===== config.mk =====
export PLATFORM = sky130hd
export DESIGN_NAME = systolic_4x4_ctrl_flat
export DESIGN_NICKNAME = d
export VERILOG_FILES = /design/src/rtl/systolic_pkg.sv /design/src/rtl/systolic_4x4_ctrl_if.sv /design/src/rtl/systolic_4x4_ctrl_skew_line.sv /design/src/rtl/systolic_4x4_ctrl.sv /design/src/flat_wrapper.sv
export SDC_FILE = /design/constraint.sdc
export NUM_CORES = 1
export LEC_CHECK = 0
export CAP_MARGIN = 20
export CELL_PAD_IN_SITES_DETAIL_PLACEMENT = 1
export CELL_PAD_IN_SITES_GLOBAL_PLACEMENT = 2
export CORE_AREA = 2 2 254 256
export DETAILED_ROUTE_END_ITERATION = 8
export DIE_AREA = 0 0 256 258
export GPL_ROUTABILITY_DRIVEN = 0
export PLACE_DENSITY = 0.78
export SLEW_MARGIN = 10
export SYNTH_ARGS = -nofsm -noshare
export SYNTH_HDL_FRONTEND = slang
export SYNTH_HIERARCHICAL = 1
export SYNTH_SLANG_ARGS = --single-unit

===== constraint.sdc =====
create_clock -name clk -period 5 [get_ports clk]
set_input_delay 1 -clock clk [delete_from_list [all_inputs] [get_ports clk]]
set_output_delay 1 -clock clk [all_outputs]
set_load 0.05 [all_outputs]

===== src/rtl/systolic_pkg.sv =====
// Shared constants, state encoding and flat-bus lane helpers for the 4x4
// systolic array controller.
package systolic_pkg;

    localparam int unsigned ARR_DIM      = 4;
    localparam int unsigned DRAIN_CYCLES = 6;

    typedef enum logic [2:0] {
        IDLE,
        CLEAR,
        FEED,
        DRAIN,
        CAPTURE,
        RESULT
    } state_t;

    function automatic int unsigned lane_lo(input int unsigned lane, input int unsigned width);
        return lane * width;
    endfunction

    function automatic int unsigned elem_idx(input int unsigned row, input int unsigned col);
        return row * ARR_DIM + col;
    endfunction

endpackage


===== src/rtl/systolic_4x4_ctrl_if.sv =====
// Operand stream and result stream of the systolic array controller.
interface systolic_4x4_ctrl_if #(
    parameter int unsigned data_width = 8,
    parameter int unsigned acc_width  = 2 * data_width
);
    import systolic_pkg::*;

    logic                                     in_valid;
    logic                                     in_ready;
    logic [ARR_DIM*data_width-1:0]            in_a;
    logic [ARR_DIM*data_width-1:0]            in_b;
    logic                                     res_valid;
    logic                                     res_ready;
    logic [ARR_DIM*ARR_DIM*acc_width-1:0]     res_c;

    modport master (
        output in_valid, in_a, in_b, res_ready,
        input  in_ready, res_valid, res_c
    );

    modport slave (
        input  in_valid, in_a, in_b, res_ready,
        output in_ready, res_valid, res_c
    );

endinterface


===== src/rtl/systolic_4x4_ctrl_skew_line.sv =====
// Enable-gated delay line used to skew one operand lane into the array.
module skew_line #(
    parameter int unsigned width = 8,
    parameter int unsigned depth = 0
) (
    input  logic             clk,
    input  logic             rst_n,
    input  logic             en,
    input  logic             clr,
    input  logic [width-1:0] d,
    output logic [width-1:0] q
);

    if (depth == 0) begin : g_pass
        logic unused_ctrl;
        assign unused_ctrl = ^{clk, rst_n, en, clr};
        assign q           = d;
    end else begin : g_shift
        logic [width-1:0] stage [depth];

        always_ff @(posedge clk or negedge rst_n) begin
            if (!rst_n) begin
                for (int unsigned s = 0; s < depth; s++) stage[s] <= '0;
            end else if (clr) begin
                for (int unsigned s = 0; s < depth; s++) stage[s] <= '0;
            end else if (en) begin
                stage[0] <= d;
                for (int unsigned s = 1; s < depth; s++) stage[s] <= stage[s-1];
            end
        end

        assign q = stage[depth-1];
    end

endmodule


===== src/rtl/systolic_4x4_ctrl.sv =====
// Job sequencer for the 4x4 output-stationary systolic array: clear, skewed
// operand feed, drain, result capture and result handshake.
module systolic_4x4_ctrl
    import systolic_pkg::*;
#(
    parameter int unsigned data_width = 8,
    parameter int unsigned acc_width  = 2 * data_width,
    parameter int unsigned k_width    = 8
) (
    input  logic                                 clk,
    input  logic                                 rst,
    input  logic                                 start,
    input  logic [k_width-1:0]                   cfg_k,
    output logic                                 busy,
    output logic                                 done,
    systolic_4x4_ctrl_if.slave                   bus,
    output logic                                 arr_en,
    output logic                                 arr_clr,
    output logic [ARR_DIM*data_width-1:0]        arr_a_flat,
    output logic [ARR_DIM*data_width-1:0]        arr_b_flat,
    input  logic [ARR_DIM*ARR_DIM*acc_width-1:0] arr_c_flat
);

    state_t                               state_q, state_d;
    logic [k_width-1:0]                   k_q;
    logic [k_width-1:0]                   beat_cnt;
    logic [2:0]                           drain_cnt;
    logic                                 beat_acc;
    logic [ARR_DIM*ARR_DIM*acc_width-1:0] res_c_q;

    always_ff @(posedge clk or negedge rst) begin
        if (!rst) state_q <= IDLE;
        else      state_q <= state_d;
    end

    always_comb begin
        state_d       = state_q;
        arr_en        = 1'b0;
        beat_acc      = 1'b0;
        busy          = (state_q != IDLE);
        bus.in_ready  = (state_q == FEED);
        bus.res_valid = (state_q == RESULT);
        done          = 1'b0;
        unique case (state_q)
            IDLE: begin
                if (start) state_d = (cfg_k == '0) ? RESULT : CLEAR;
            end
            CLEAR: state_d = FEED;
            FEED: begin
                if (bus.in_valid) begin
                    beat_acc = 1'b1;
                    arr_en   = 1'b1;
                    if (beat_cnt == k_q - k_width'(1)) state_d = DRAIN;
                end
            end
            DRAIN: begin
                arr_en = 1'b1;
                if (drain_cnt == 3'(DRAIN_CYCLES - 1)) state_d = CAPTURE;
            end
            CAPTURE: state_d = RESULT;
            RESULT: begin
                if (bus.res_ready) begin
                    done    = 1'b1;
                    state_d = IDLE;
                end
            end
            default: state_d = IDLE;
        endcase
    end

    always_ff @(posedge clk or negedge rst) begin
        if (!rst) begin
            k_q       <= '0;
            beat_cnt  <= '0;
            drain_cnt <= '0;
            arr_clr   <= 1'b0;
            res_c_q   <= '0;
        end else begin
            arr_clr <= (state_d == CLEAR);
            if (state_q == IDLE && start) begin
                k_q <= cfg_k;
                if (cfg_k == '0) res_c_q <= '0;
            end
            if (state_q == CLEAR)  beat_cnt <= '0;
            else if (beat_acc)     beat_cnt <= beat_cnt + k_width'(1);
            if (state_q == DRAIN)  drain_cnt <= drain_cnt + 3'd1;
            else                   drain_cnt <= '0;
            if (state_q == CAPTURE) res_c_q <= arr_c_flat;
        end
    end

    assign bus.res_c = res_c_q;

    // Lane 0 is combinational so PE(0,0) consumes a beat in its accept cycle;
    // lane i adds i enabled stages, which makes K+6 enables reach PE(3,3).
    for (genvar i = 0; i < ARR_DIM; i++) begin : g_lane
        logic [data_width-1:0] a_d, b_d;

        assign a_d = beat_acc ? bus.in_a[lane_lo(i, data_width) +: data_width] : '0;
        assign b_d = beat_acc ? bus.in_b[lane_lo(i, data_width) +: data_width] : '0;

        skew_line #(.width(data_width), .depth(i)) u_skew_a (
            .clk   (clk),
            .rst_n (rst),
            .en    (arr_en),
            .clr   (arr_clr),
            .d     (a_d),
            .q     (arr_a_flat[lane_lo(i, data_width) +: data_width])
        );

        skew_line #(.width(data_width), .depth(i)) u_skew_b (
            .clk   (clk),
            .rst_n (rst),
            .en    (arr_en),
            .clr   (arr_clr),
            .d     (b_d),
            .q     (arr_b_flat[lane_lo(i, data_width) +: data_width])
        );
    end

endmodule

===== src/flat_wrapper.sv =====
// flat-port wrapper written by rule: the top's interface ports become plain ports
module systolic_4x4_ctrl_flat import systolic_pkg::*;
#(
    parameter int unsigned data_width = 8,
    parameter int unsigned acc_width  = 2 * data_width,
    parameter int unsigned k_width    = 8
)
  (clk, rst, start, cfg_k, busy, done, arr_en, arr_clr, arr_a_flat, arr_b_flat, arr_c_flat, bus_in_valid, bus_in_a, bus_in_b, bus_res_ready, bus_in_ready, bus_res_valid, bus_res_c);
  systolic_4x4_ctrl_if #(.data_width(data_width), .acc_width(acc_width)) bus_i ();
  input  logic clk;
  input  logic rst;
  input  logic start;
  input  logic [k_width-1:0] cfg_k;
  output logic busy;
  output logic done;
  output logic arr_en;
  output logic arr_clr;
  output logic [ARR_DIM*data_width-1:0] arr_a_flat;
  output logic [ARR_DIM*data_width-1:0] arr_b_flat;
  input  logic [ARR_DIM*ARR_DIM*acc_width-1:0] arr_c_flat;
  input wire logic [$bits(bus_i.in_valid)-1:0] bus_in_valid;
  input wire logic [$bits(bus_i.in_a)-1:0] bus_in_a;
  input wire logic [$bits(bus_i.in_b)-1:0] bus_in_b;
  input wire logic [$bits(bus_i.res_ready)-1:0] bus_res_ready;
  output wire logic [$bits(bus_i.in_ready)-1:0] bus_in_ready;
  output wire logic [$bits(bus_i.res_valid)-1:0] bus_res_valid;
  output wire logic [$bits(bus_i.res_c)-1:0] bus_res_c;
  assign bus_i.in_valid = bus_in_valid;
  assign bus_i.in_a = bus_in_a;
  assign bus_i.in_b = bus_in_b;
  assign bus_i.res_ready = bus_res_ready;
  assign bus_in_ready = bus_i.in_ready;
  assign bus_res_valid = bus_i.res_valid;
  assign bus_res_c = bus_i.res_c;
  systolic_4x4_ctrl #(.data_width(data_width), .acc_width(acc_width), .k_width(k_width)) u_core (.clk(clk), .rst(rst), .start(start), .cfg_k(cfg_k), .busy(busy), .done(done), .bus(bus_i), .arr_en(arr_en), .arr_clr(arr_clr), .arr_a_flat(arr_a_flat), .arr_b_flat(arr_b_flat), .arr_c_flat(arr_c_flat));
endmodule

======== After elaboration in Yosys (flattened, before gate mapping) ========
Cells that the tools add are included.
word-level totals
  memory bits (writable) .................. 0
  memories ................................ 0
  output and inout port bits .............. 326
  input bits .............................. 333
  register bits ........................... 375
  word-level logic and storage cells ...... 76
  memory bits (read-only) ................. 0
  bits in latches ......................... 0
operators by class
  shift-type cells ........................ 0
  multiply operators ...................... 0
  div/mod/pow operators ................... 0
  reduce and logical (&&, ||, !) cells .... 9
  bitwise operators ....................... 0
  eq/ne operators ......................... 8
  muxes and demuxes ....................... 38
  $add $sub $neg .......................... 3
  $lt $le $gt $ge ......................... 0
operator list
  cell                                              number
  2-to-1 mux 256 bit                                3
  2-to-1 mux 8 bit                                  14
  2-to-1 mux 24 bit                                 4
  2-to-1 mux 16 bit                                 4
  2-to-1 mux 3 bit                                  7
  one-hot mux 3 bit (6 select lines)                1
  == test 3 bit, second input constant              3
  adder 8 x 1 -> 8 bit, second input constant       1
  == test 8 bit                                     1
  logical NOT 8 bit                                 1
  nonzero test 2 bit                                4
  subtractor 8 x 1 -> 8 bit, second input constant  1
  == test 3 x 1 -> 1 bit, second input constant     2
  == test 3 x 2 -> 1 bit, second input constant     2
  2-to-1 mux 1 bit                                  4
  adder 3 x 1 -> 3 bit, second input constant       1
  logical NOT 3 bit                                 1
  nonzero test 3 bit                                1
  one-hot mux 1 bit (2 select lines)                1
  AND reduction 2 bit                               1
  logical AND 1 bit                                 1

======== Longest topological paths before layout ========
Gate-level depths: netlist of the first run.
  word-level depth ........................ 6
  depth in mapped cells ................... 8
  depth with buffers taken out ............ 7

======== Cells and area by module ========
The synthesis of the first run kept the hierarchy.
by module, submodules not included
  module                                      seq. area each (um2)  area each (um2)  instances  cells an instance
  systolic_4x4_ctrl                           6981.7                10872.9          1          774
  skew_line at u_core.g_lane[3].u_skew_a ...  600.6                 1049.8           2          85
  skew_line at u_core.g_lane[2].u_skew_a ...  400.4                 720.7            2          60
  skew_line at u_core.g_lane[1].u_skew_a ...  200.2                 325.3            2          26
  skew_line at u_core.g_lane[0].u_skew_a ...  0.0                   60.1             2          8

======== Worst setup path before layout of the first run ========
Ideal clock, no wire load.
  path type ............................... input to output
  start ................................... input port bus_in_valid
  end ..................................... output port arr_en
  path buffers ............................ 0
  required time ........................... 4.000 ns
  stages .................................. 2
  path slack .............................. 1.967 ns
  arrival time ............................ 2.033 ns
  cell sequence ........................... nor2_1 nor2_1
on the way
  longest elaborated chain between the ends .. 2
ends and longest elaborated chain
  what                                line                     source
  from (decl)                         flat_wrapper.sv:21       input wire logic [$bits(bus_i.in_valid)-1:0] bus_in_valid;
  2-to-1 mux 1 bit                    systolic_4x4_ctrl.sv:50  if (bus.in_valid) begin
  one-hot mux 1 bit (2 select lines)  systolic_4x4_ctrl.sv:44  unique case (state_q)
  to (decl)                           flat_wrapper.sv:16       output logic arr_en;
No other way between the ends.

======== Worst setup path after layout of the first run ========
  start ................................... input port bus_in_valid
  end ..................................... output port arr_a_flat[2]
on the way
  longest elaborated chain between the ends .. 3
ends and longest elaborated chain
  what              line                     source
  2-to-1 mux 1 bit  systolic_4x4_ctrl.sv:50
  2-to-1 mux 1 bit  systolic_4x4_ctrl.sv:44
  2-to-1 mux 8 bit  systolic_4x4_ctrl.sv:99  assign a_d = beat_acc ? bus.in_a[lane_lo(i, data_width) +: data_width] : '0;
  to (decl)         flat_wrapper.sv:18       output logic [ARR_DIM*data_width-1:0] arr_a_flat;
No other way between the ends.

==> results of run 1 <==
==> placed cells by master (no fill, tap or decap), types with 2 or more instances in the layout <==
master	count
ha_1	4
clkbuf_8	9
dfrtp_1	374
nand2_1	10
clkbuf_1	12
buf_4	12
o21ai_0	4
o21bai_1	2
nor2_4	2
clkinv_4	2
diode_2	7
mux2i_1	97
clkinv_2	7
clkinvlp_4	2
xor2_1	11
clkdlybuf4s50_1	657
a31oi_1	2
xnor2_1	10
nor3b_1	2
and2_1	65
inv_1	5
nand4_1	5
clkbuf_16	43
buf_12	5
mux2_2	5
nor2_1	112
nor3_1	2
nor4_1	2
a22o_1	256
nand3_1	3
nand2b_1	2
==> metal layers <==
metal | track usage (%) | wire length (um)
met2 | 27.3 | 27200
met4 | 6.51 | 1840
met5 | 0 | 13
met1 | 18.2 | 20900
met3 | 5.02 | 3910
==> cell families after synthesis <==
family,synth area share (%)
adders and majority gates,0.330
DFF,61.8
buffers and inverters,7.31
AOI/OAI and AO/OA,15.5
xor gates and xnor gates,1.21
muxes,6.76
and+or+nand+nor,7.08
==> power groups by stage <==
| stage | Combinational, mW | Clock [mW] | Sequential (mW) |
|---|---|---|---|
| CTS | 9.09 | 3.13 | 5.25 |
| global route | 9.38 | 3.25 | 5.41 |
| global placement | 8.95 | 0 | 5.20 |
| floorplan | 2.42 | 0 | 8.66 |
| finish | 8.99 | 3.01 | 5.24 |
| detailed placement | 9.07 | 0 | 5.23 |
==> cell usage after synthesis (2+ instances only) <==
cell      instances
nor3_1            2
buf_1             4
nor2_1          113
mux2i_1          97
mux2_2            5
o21bai_1          2
nor3b_1           2
and2_1           65
a22o_1          256
nand4_1           5
o21ai_0           4
buf_2            32
nor3b_2           2
a31oi_1           2
xor2_1           11
xnor2_1          10
nand2b_1          2
clkbuf_1         15
nand3_1           3
nor4_1            2
ha_1              4
inv_1             5
buf_4            49
buf_6            33
nand2_1          10
dfrtp_1         375
buf_12            6
==> worst paths after layout <==
path                                startpoint                                          end  slack, ns
max                               bus_in_valid                                arr_a_flat[2]       0.99
min                        u_core/drain_cnt[0]                          u_core/drain_cnt[0]       0.47
max reg2reg                  u_core/state_q[1]  u_core/g_lane[3].u_skew_b/g_shift.stage[16]       2.01
min reg2reg                u_core/drain_cnt[0]                          u_core/drain_cnt[0]       0.47
max in group asynchronous                  rst                         u_core/bus.res_c[79]       3.38
min in group asynchronous                  rst  u_core/g_lane[2].u_skew_b/g_shift.stage[13]       0.54
==> flip-flops by register name (all words and copies together), names as in the netlist <==
| signal | cells |
|---|---|
| u_core/arr_clr | 1 |
| u_core/beat_cnt | 8 |
| u_core/bus.res_c | 256 |
| u_core/drain_cnt | 3 |
| u_core/g_lane.u_skew_a/g_shift.stage | 24 |
| u_core/g_lane.u_skew_a/q | 24 |
| u_core/g_lane.u_skew_b/g_shift.stage | 24 |
| u_core/g_lane.u_skew_b/q | 24 |
| u_core/k_q | 8 |
| u_core/state_q | 3 |
==> final cells by class <==
class | instances | share of cell area [%]
antenna | 7 | 0.0751
clock buffer | 64 | 5.34
clock inverter | 12 | 0.327
inverter | 5 | 0.0804
multi-input combinational | 613 | 20.2
sequential | 375 | 40.2
tap | 855 | 4.58
timing repair buffer | 676 | 29.2
==> metrics by stage <==
stage               hold slack (ns)  std cells  power [mW]
floorplan                     0.439       1132        11.1
global placement              0.452       2523        14.2
detailed placement            0.476       2524        14.3
CTS                           0.484       2600        17.5
global route                  0.510       2607        18.0
finish                        0.474       2607        17.2
==> critical path: cells and delay by family <==
family / cells / cell delay (ns)
and+or+nand+nor: 2 / 0.70
buffers and inverters: 2 / 1.30
==> key figures, run 1 <==
Outcome
  – Status: completed

Routing
  – Final ANT Viol Nets: 0
  – Via count: 11,600
  – Residual DRC: 0
  – Total length of routed wires: 53,900 um
  – First-pass iteration count of the detailed router: 5
  – Initial DRC count: 542
  – Via/cell ratio: 4.47
  – WL/cell: 20.7 um

Floorplanning
  – I/O pin count: 659
  – Die ar.: 66,000 um2
  – DIE HEIGHT: 258 um
  – Core area: 63,600 um2
  – Horiz. Die Dim: 256 um
  – Row cnt: 93
  – Initial Util: 23.9%

Critical path
  – CP max stage delay: 0.80 ns
  – Most frequent CP cell: clkdlybuf4s50_1
  – Critical path data required time: 4.00 ns
  – CP arrival: 3.01 ns
  – Slowest CP cell: clkdlybuf4s50_1
  – CP Capture Type: output port
  – Crit-path cells: clkdlybuf4s50_1 -> and4bb_2 -> and2_1 -> clkdlybuf4s50_1
  – Crit Path Category: input pin to output port
  – CP Launch Type: input pin
  – R2R depth: 6
  – CP max FO: 26

Layout
  – Area delta synth->final: 53.7%
  – Multi-input logic area: 4710 um2
  – Layout Cell Area excl Fill: 23,300 um2
  – Final #Nets: 2,051
  – Share of layout cells above drive strength 1: 5.62%
  – Final core utilization: 36.7%
  – Layout fillers: 6,804
  – FF+latch area: 9390 um2

Clock network
  – Clock root buffer: clkbuf_16
  – TritonCTS Sinks: 375
  – Clk_lat worst skew: 0.55 ns
  – Post-CTS setup buffer count: 0
  – H-tree levels: 2
  – Clock tree from TritonCTS: built
  – CTS max path bufs: 3
  – Post_cts resized: 0
  – Hold_buf cts: 0
  – Num CTS Buffers: 43
  – CTS clk-pin slew, worst paths: 0.06 ns

Synth
  – Seq/Total Area, Yosys: 61.8%
  – Largest area contributor in the netlist: dfrtp_1
  – Synth Net Count: 1,469
  – Synth Area per Inst: 13.4 um2
  – Gate Count Post-Synth: 1,132
  – Synth top area share: 61.8%
  – Dominant synthesized flop cell: dfrtp_1
  – Largest cells by area after synthesis: dfrtp_1 (62%), a22o_1 (15%), mux2i_1 (6.4%), nor2_1 (2.8%), and2_1 (2.7%)
  – FFs w/ async S/R, synth: 100%
  – Number of synthesized flops with an enable pin: 0
  – YS warnings: 6
  – Post-Syn Area: 15,200 um2
  – Netlist cell types: 43
  – Flop and latch count out of synthesis: 375

STA
  – Final critical-path required period: 4.01 ns
  – Clk_skew: 0.00943 ns
  – RSZ-0062 raised after global routing: no
  – Setup violations, final: 0
  – Final number of hold-violating endpoints: 0
  – Final WS setup: 0.990 ns
  – Final Cycle Share: 80.2%
  – Slew @ Worst Pin: 1.01 ns
  – Setup_tns: 0 ns
  – Fin. max-slew vios: 0
  – Worst slew margin: 32.9%
  – Max Freq: 249 MHz

Global routing
  – Initial antenna violation count: 8
  – First-pass GRT wire length: 81,700 um
  – Largest net degree at the start of global routing: 167
  – Total grt overflow: 0
  – Gr usage total: 15.9%
  – Vias in the first global route: 13,000

Pwr
  – Pwr/cell area: 739 nW/um2
  – Peak supply drop: 0.365 mV
  – Logic pwr share: 52.2%
  – Reg power frac: 30.4%
  – Net Switching: 7.92 mW
  – Pint: 9.32 mW
  – Clock power share: 17.4%
  – Switching share of total power: 45.9%
  – Leak: 10.6 nW

Min path
  – WHS Path Cells: 1
  – Class of the worst hold path: register to register

Place
  – Detail Placement HPWL: 38,200 um
  – I/O Buffers: 658
  – Placed cell area: 22,000 um2
  – DP Worst Slack: 0.953 ns

Job
  – Max Cap Violations: 0
Note: power is estimated with default switching activity, not from simulation.
==> inputs of run 2 (changes only) <==
Settings changed: CORE_AREA 2 2 254 256 to 2 2 255 257, DIE_AREA 0 0 256 258 to 0 0 257 259, PLACE_DENSITY 0.78 to 0.77.
Clock period 5 ns to 3.9 ns, I/O delays scaled along.
==> key figures, run 2 (synthesis gave the netlist of run 1 again) <==
STA
  – Final Cycle Share: 82.7%
  – Setup violations, final: 0 (unchanged)
  – Clk_skew: 0.0195 ns (was 0.00943 ns)
  – RSZ-0062 raised after global routing: no (unchanged)
  – Max Freq: 310 MHz
  – Slew @ Worst Pin: 1.00 ns (was 1.01 ns)
  – Final number of hold-violating endpoints: 0 (unchanged)
  – Worst slew margin: 33.2% (was 32.9%)
  – Setup_tns: 0 ns (unchanged)
  – Fin. max-slew vios: 0 (unchanged)
  – Final critical-path required period: 3.23 ns

Floorplanning
  – Horiz. Die Dim: 257 um (was 256 um)
  – Core area: 63,900 um2 (was 63,600 um2)
  – I/O pin count: 659 (unchanged)
  – Initial Util: 23.8% (was 23.9%)
  – Row cnt: 93 (unchanged)
  – Die ar.: 66,600 um2 (was 66,000 um2)
  – DIE HEIGHT: 259 um (was 258 um)

Layout
  – FF+latch area: 9390 um2 (about the same)
  – Final #Nets: 2,063 (was 2,051)
  – Layout fillers: 6,759 (was 6,804)
  – Share of layout cells above drive strength 1: 7.72% (was 5.62%)
  – Multi-input logic area: 4710 um2 (unchanged)
  – Most frequent cells in the layout: clkdlybuf4s50_1 (640), dfrtp_1 (374), a22o_1 (256) (was clkdlybuf4s50_1 (657), dfrtp_1 (374), a22o_1 (256))
  – Leading cell type in the layout, fill and taps excluded: clkdlybuf4s50_1 (unchanged)
  – Final core utilization: 37.3% (was 36.7%)
  – Max reg flops: 256 (unchanged)
  – Area delta synth->final: 57.1% (was 53.7%)

Critical path
  – Worst setup path start: u_core/state_q[0] (was bus_in_valid)
  – CP Launch Type: register (was input pin)
  – R2r startpoint: u_core/state_q[1] (unchanged)
  – Critical path data required time: 3.12 ns (was 4.00 ns)
  – Slowest CP cell: clkdlybuf4s50_1 (unchanged)
  – Crit Path Category: register to output port (was input pin to output port)
  – Crit-path cells: and3b_1 -> and2_1 -> clkdlybuf4s50_1 (was clkdlybuf4s50_1 -> and4bb_2 -> and2_1 -> clkdlybuf4s50_1)
  – CP Capture Type: output port (unchanged)
  – CP max stage delay: 0.80 ns (about the same)
  – CP arrival: 2.45 ns (was 3.01 ns)
  – Buf/Inv on CP: 1 (was 2)
  – Top delay family on crit path: buffers and inverters (unchanged)
  – CP max FO: 11 (was 26)

Place
  – Detail Placement HPWL: 39,100 um (was 38,200 um)
  – I/O Buffers: 658 (unchanged)

Outcome
  – Status: completed (unchanged)

Clock network
  – TritonCTS Sinks: 375 (unchanged)
  – CTS clk-pin slew, worst paths: 0.06 ns (about the same)
  – Hold_buf cts: 0 (unchanged)
  – Post-CTS setup buffer count: 0 (unchanged)
  – Clk_lat worst skew: 0.57 ns (was 0.55 ns)
  – Clock tree from TritonCTS: built (unchanged)
  – Post_cts resized: 0 (unchanged)
  – H-tree levels: 2 (unchanged)
  – Num CTS Buffers: 45 (was 43)
  – CTS max path bufs: 3 (unchanged)
  – Clock root buffer: clkbuf_16 (unchanged)

Routing
  – Via/cell ratio: 4.38 (was 4.47)
  – WL/cell: 20.7 um (about the same)
  – Initial DRC count: 445 (was 542)
  – Total length of routed wires: 54,300 um (was 53,900 um)
  – Final ANT Viol Nets: 0 (unchanged)
  – First-pass iteration count of the detailed router: 6 (was 5)
  – Residual DRC: 0 (unchanged)
  – Via count: 11,500 (was 11,600)

Min path
  – Class of the worst hold path: input pin to asynchronous set/reset pin (was register to register)

Pwr
  – Pwr/cell area: 956 nW/um2 (was 739 nW/um2)
  – Leak: 10.8 nW (was 10.6 nW)
  – Peak supply drop: 0.540 mV (was 0.365 mV)

Job
  – Max Cap Violations: 0 (unchanged)

Global routing
  – Total grt overflow: 0 (unchanged)
  – Largest net degree at the start of global routing: 135 (was 167)
  – Gr usage total: 15.8% (was 15.9%)
  – First-pass GRT wire length: 82,000 um (was 81,700 um)
  – Vias in the first global route: 13,000 (about the same)
  – Initial antenna violation count: 4 (was 8)
run 2: cell count changes in the layout (fill, tap and decap cells not counted), sizes merged:
cell / previous run / this run
buf: 19 / 46
clkinv: 9 / 8
inv: 6 / 8
clkdlybuf4s50: 657 / 640
bufinv: 0 / 5
diode: 7 / 1
run 2: per-stage QoR:
stage / instance area, um2 / instances / hold slack (ns) / power (mW) / setup WS (ns)
5_1_grt: 23800 / 2617 / 0.317 / 23.8 / 0.515
4_1_cts: 23800 / 2616 / 0.296 / 23.1 / 0.578
3_3_place_gp: 22300 / 2534 / 0.449 / 18.3 / 0.690
2_1_floorplan: 15200 / 1132 / 0.439 / 14.2 / 1.31
3_5_place_dp: 22300 / 2534 / 0.470 / 18.5 / 0.704
6_report: 23800 / 2617 / 0.296 / 22.8 / 0.675
run 2: final timing paths:
path	end	slack [ns]	cells past startpoint
setup / recovery	done	0.67	3
hold / removal	u_core/bus.res_c[167]	0.30	1
setup reg to reg	u_core/bus.res_c[35]	1.27	5
hold reg to reg	u_core/drain_cnt[0]	0.47	1
max in group asynchronous	u_core/bus.res_c[2]	2.70	2
min in group clk	u_core/drain_cnt[0]	0.47	1
run 2: worst reg2reg max path, cell delays in order (launching register included):
cell,delay (ns)
dfrtp_1,0.53
or3_4,0.46
nor2_4,0.33
a31oi_4,0.41
buf_12,0.39
a22o_1,0.39
run 2: per-layer routing:
metal	vias up	share of wire, %	GRT usage, %
li1	5167	-	-
met1	5814	39	18.4
met2	405	51	27.8
met3	83	7.2	5.00
met4	4	2.6	4.60
met5	-	0.046	0
run 2: final cells by class:
cell class                      count  share of cell area [%]
Antenna cell                        1                  0.0105
Clock buffer                       64                    5.52
Clock inverter                     18                    1.02
Inverter                            5                  0.0787
Multi-Input combinational cell    613                    19.8
Sequential cell                   375                    39.4
Tap cell                          855                    4.49
Timing Repair Buffer              686                    29.8
run 2: report_power, final:
part           leakage, nW  total (mW)  switching (mW)  internal (mW)
registers             4.74        6.73            1.13           5.60
clock network        0.770        4.40            1.71           2.69
logic                 5.34        11.7            7.42           4.23
==> inputs of run 3 (changes only) <==
Clock period 3.9 ns to 3.3 ns, I/O delays scaled along.
==> key figures, run 3 (synthesis gave the netlist of run 1 again) <==
Outcome
  – Status: completed (unchanged)

Floorplanning
  – Core area: 63,900 um2 (unchanged)
  – Initial Util: 23.8% (unchanged)
  – Row cnt: 93 (unchanged)
  – I/O pin count: 659 (unchanged)
  – DIE HEIGHT: 259 um (unchanged)
  – Die ar.: 66,600 um2 (unchanged)
  – Horiz. Die Dim: 257 um (unchanged)

Critical path
  – Reg2Reg Setup Slack: 0.99 ns (was 1.27 ns)
  – Critical Path Stages: 2 (was 3)
  – CP Launch Type: register (unchanged)
  – Crit path capture: bus_res_valid (was done)
  – Slowest CP cell: clkdlybuf4s50_1 (unchanged)
  – Critical path data required time: 2.64 ns (was 3.12 ns)
  – CP Capture Type: output port (unchanged)
  – Top delay family on crit path: buffers and inverters (unchanged)
  – CP arrival: 2.35 ns (was 2.45 ns)
  – Crit-path cells: and3b_1 -> clkdlybuf4s50_1 (was and3b_1 -> and2_1 -> clkdlybuf4s50_1)
  – Worst setup path start: u_core/state_q[0] (unchanged)
  – Buf/Inv on CP: 1 (unchanged)
  – R2r endpoint: u_core/arr_clr (was u_core/bus.res_c[35])
  – Crit Path Category: register to output port (unchanged)
  – R2r startpoint: u_core/state_q[0] (was u_core/state_q[1])
  – CP max stage delay: 0.85 ns (was 0.80 ns)
  – R2R depth: 4 (was 5)
  – CP max FO: 13 (was 11)

STA
  – Max Freq: 333 MHz
  – Fin. max-slew vios: 0 (unchanged)
  – Setup violations, final: 0 (unchanged)
  – Final number of hold-violating endpoints: 0 (unchanged)
  – Slew @ Worst Pin: 1.01 ns (was 1.00 ns)
  – Clk_skew: 0.0260 ns (was 0.0195 ns)
  – Final critical-path required period: 3.01 ns
  – Final Cycle Share: 91.1%
  – Setup_tns: 0 ns (unchanged)
  – RSZ-0062 raised after global routing: no (unchanged)
  – Worst slew margin: 32.5% (was 33.2%)

Clock network
  – Post-CTS setup buffer count: 0 (unchanged)
  – H-tree levels: 2 (unchanged)
  – CTS clk-pin slew, worst paths: 0.06 ns (about the same)
  – Clk_lat worst skew: 0.58 ns (was 0.57 ns)
  – CTS max path bufs: 3 (unchanged)
  – TritonCTS Sinks: 375 (unchanged)
  – Num CTS Buffers: 45 (unchanged)
  – Post_cts resized: 0 (unchanged)
  – Hold_buf cts: 0 (unchanged)
  – Clock root buffer: clkbuf_16 (unchanged)
  – Clock tree from TritonCTS: built (unchanged)

Layout
  – Max reg flops: 256 (unchanged)
  – Most frequent cells in the layout: clkdlybuf4s50_1 (639), dfrtp_1 (374), a22o_1 (256) (was clkdlybuf4s50_1 (640), dfrtp_1 (374), a22o_1 (256))
  – Share of layout cells above drive strength 1: 7.54% (was 7.72%)
  – Leading cell type in the layout, fill and taps excluded: clkdlybuf4s50_1 (unchanged)
  – Final #Nets: 2,068 (was 2,063)
  – Layout fillers: 6,746 (was 6,759)
  – Area delta synth->final: 57.0% (was 57.1%)

Routing
  – Total length of routed wires: 55,400 um (was 54,300 um)
  – Initial DRC count: 531 (was 445)
  – First-pass iteration count of the detailed router: 4 (was 6)
  – Via count: 11,600 (was 11,500)
  – Final ANT Viol Nets: 0 (unchanged)
  – WL/cell: 21.1 um (was 20.7 um)
  – Residual DRC: 0 (unchanged)
  – Via/cell ratio: 4.42 (was 4.38)

Global routing
  – Total grt overflow: 0 (unchanged)
  – First-pass GRT wire length: 82,000 um (about the same)
  – Vias in the first global route: 13,000 (about the same)
  – Largest net degree at the start of global routing: 140 (was 135)
  – Gr usage total: 15.9% (was 15.8%)
  – Initial antenna violation count: 9 (was 4)

Pwr
  – Pwr Total: 26.9 mW (was 22.8 mW)
  – Peak supply drop: 0.635 mV (was 0.540 mV)
  – Pwr/cell area: 1130 nW/um2 (was 956 nW/um2)
  – Leak: 10.8 nW (about the same)

Min path
  – Class of the worst hold path: input pin to asynchronous set/reset pin (unchanged)

Job
  – Max Cap Violations: 0 (unchanged)

Place
  – Detail Placement HPWL: 40,200 um (was 39,100 um)
  – I/O Buffers: 658 (unchanged)
[run 3: changes by cell type in the layout (fill, tap and decap cells not counted)]
cell,previous run,this run
clkinv_16,0,1
clkbuf_16,45,46
buf_4,18,24
diode_2,1,6
clkinv_4,0,1
inv_16,1,0
clkbuf_1,7,13
clkinvlp_4,2,0
clkdlybuf4s50_1,640,639
clkbuf_8,12,4
clkinv_2,8,7
[run 3: worst min path at each step]
stage                   startpoint  cells after the start                                           to
6_report                       rst                      1  u_core/g_lane[3].u_skew_a/g_shift.stage[11]
4_1_cts                        rst                      1  u_core/g_lane[3].u_skew_a/g_shift.stage[11]
2_1_floorplan                  rst                      0                               u_core/arr_clr
3_5_place_dp   u_core/drain_cnt[0]                      1                          u_core/drain_cnt[0]
5_1_grt                        rst                      1               u_core/g_lane[3].u_skew_a/q[3]
3_3_place_gp   u_core/drain_cnt[0]                      1                          u_core/drain_cnt[0]
[run 3: routing by layer]
metal,part of all wire [%],wire length [um],GRT usage [%],up-vias
met4,2.8,1540,5.12,4
li1,-,-,-,5197
met5,0.045,25,0,-
met3,7.0,3890,5.10,82
met1,38,21100,17.9,5896
met2,52,28800,28.6,408
[run 3: power breakdown]
part / switching, mW / total (mW) / internal, mW / leakage [nW]
clock: 2.02 / 5.07 / 3.05 / 0.734
sequential: 1.35 / 7.97 / 6.62 / 4.74
combinational: 8.80 / 13.8 / 5.01 / 5.36
[run 3: cell type report]
type | instances | area (um2) | share of cell area (%)
Antenna cell | 6 | 15.0 | 0.0630
Clock buffer | 63 | 1250 | 5.27
Clock inverter | 16 | 241 | 1.01
Inverter | 5 | 18.8 | 0.0787
Multi-Input combinational cell | 613 | 4710 | 19.8
Sequential cell | 375 | 9390 | 39.4
Tap cell | 855 | 1070 | 4.49
Timing Repair Buffer | 691 | 7130 | 29.9
[run 3: per-stage QoR]
stage               utilization, %  area (um2)  setup slack [ns]  cells  hold WS [ns]
global route                  37.3       23800             0.123   2623         0.167
global placement              34.9       22300             0.539   2539         0.450
detailed placement            34.9       22300             0.474   2539         0.471
finish                        37.3       23800             0.295   2624         0.143
CTS                           37.3       23800             0.179   2618         0.144
floorplan                        -       15200             0.857   1132         0.364
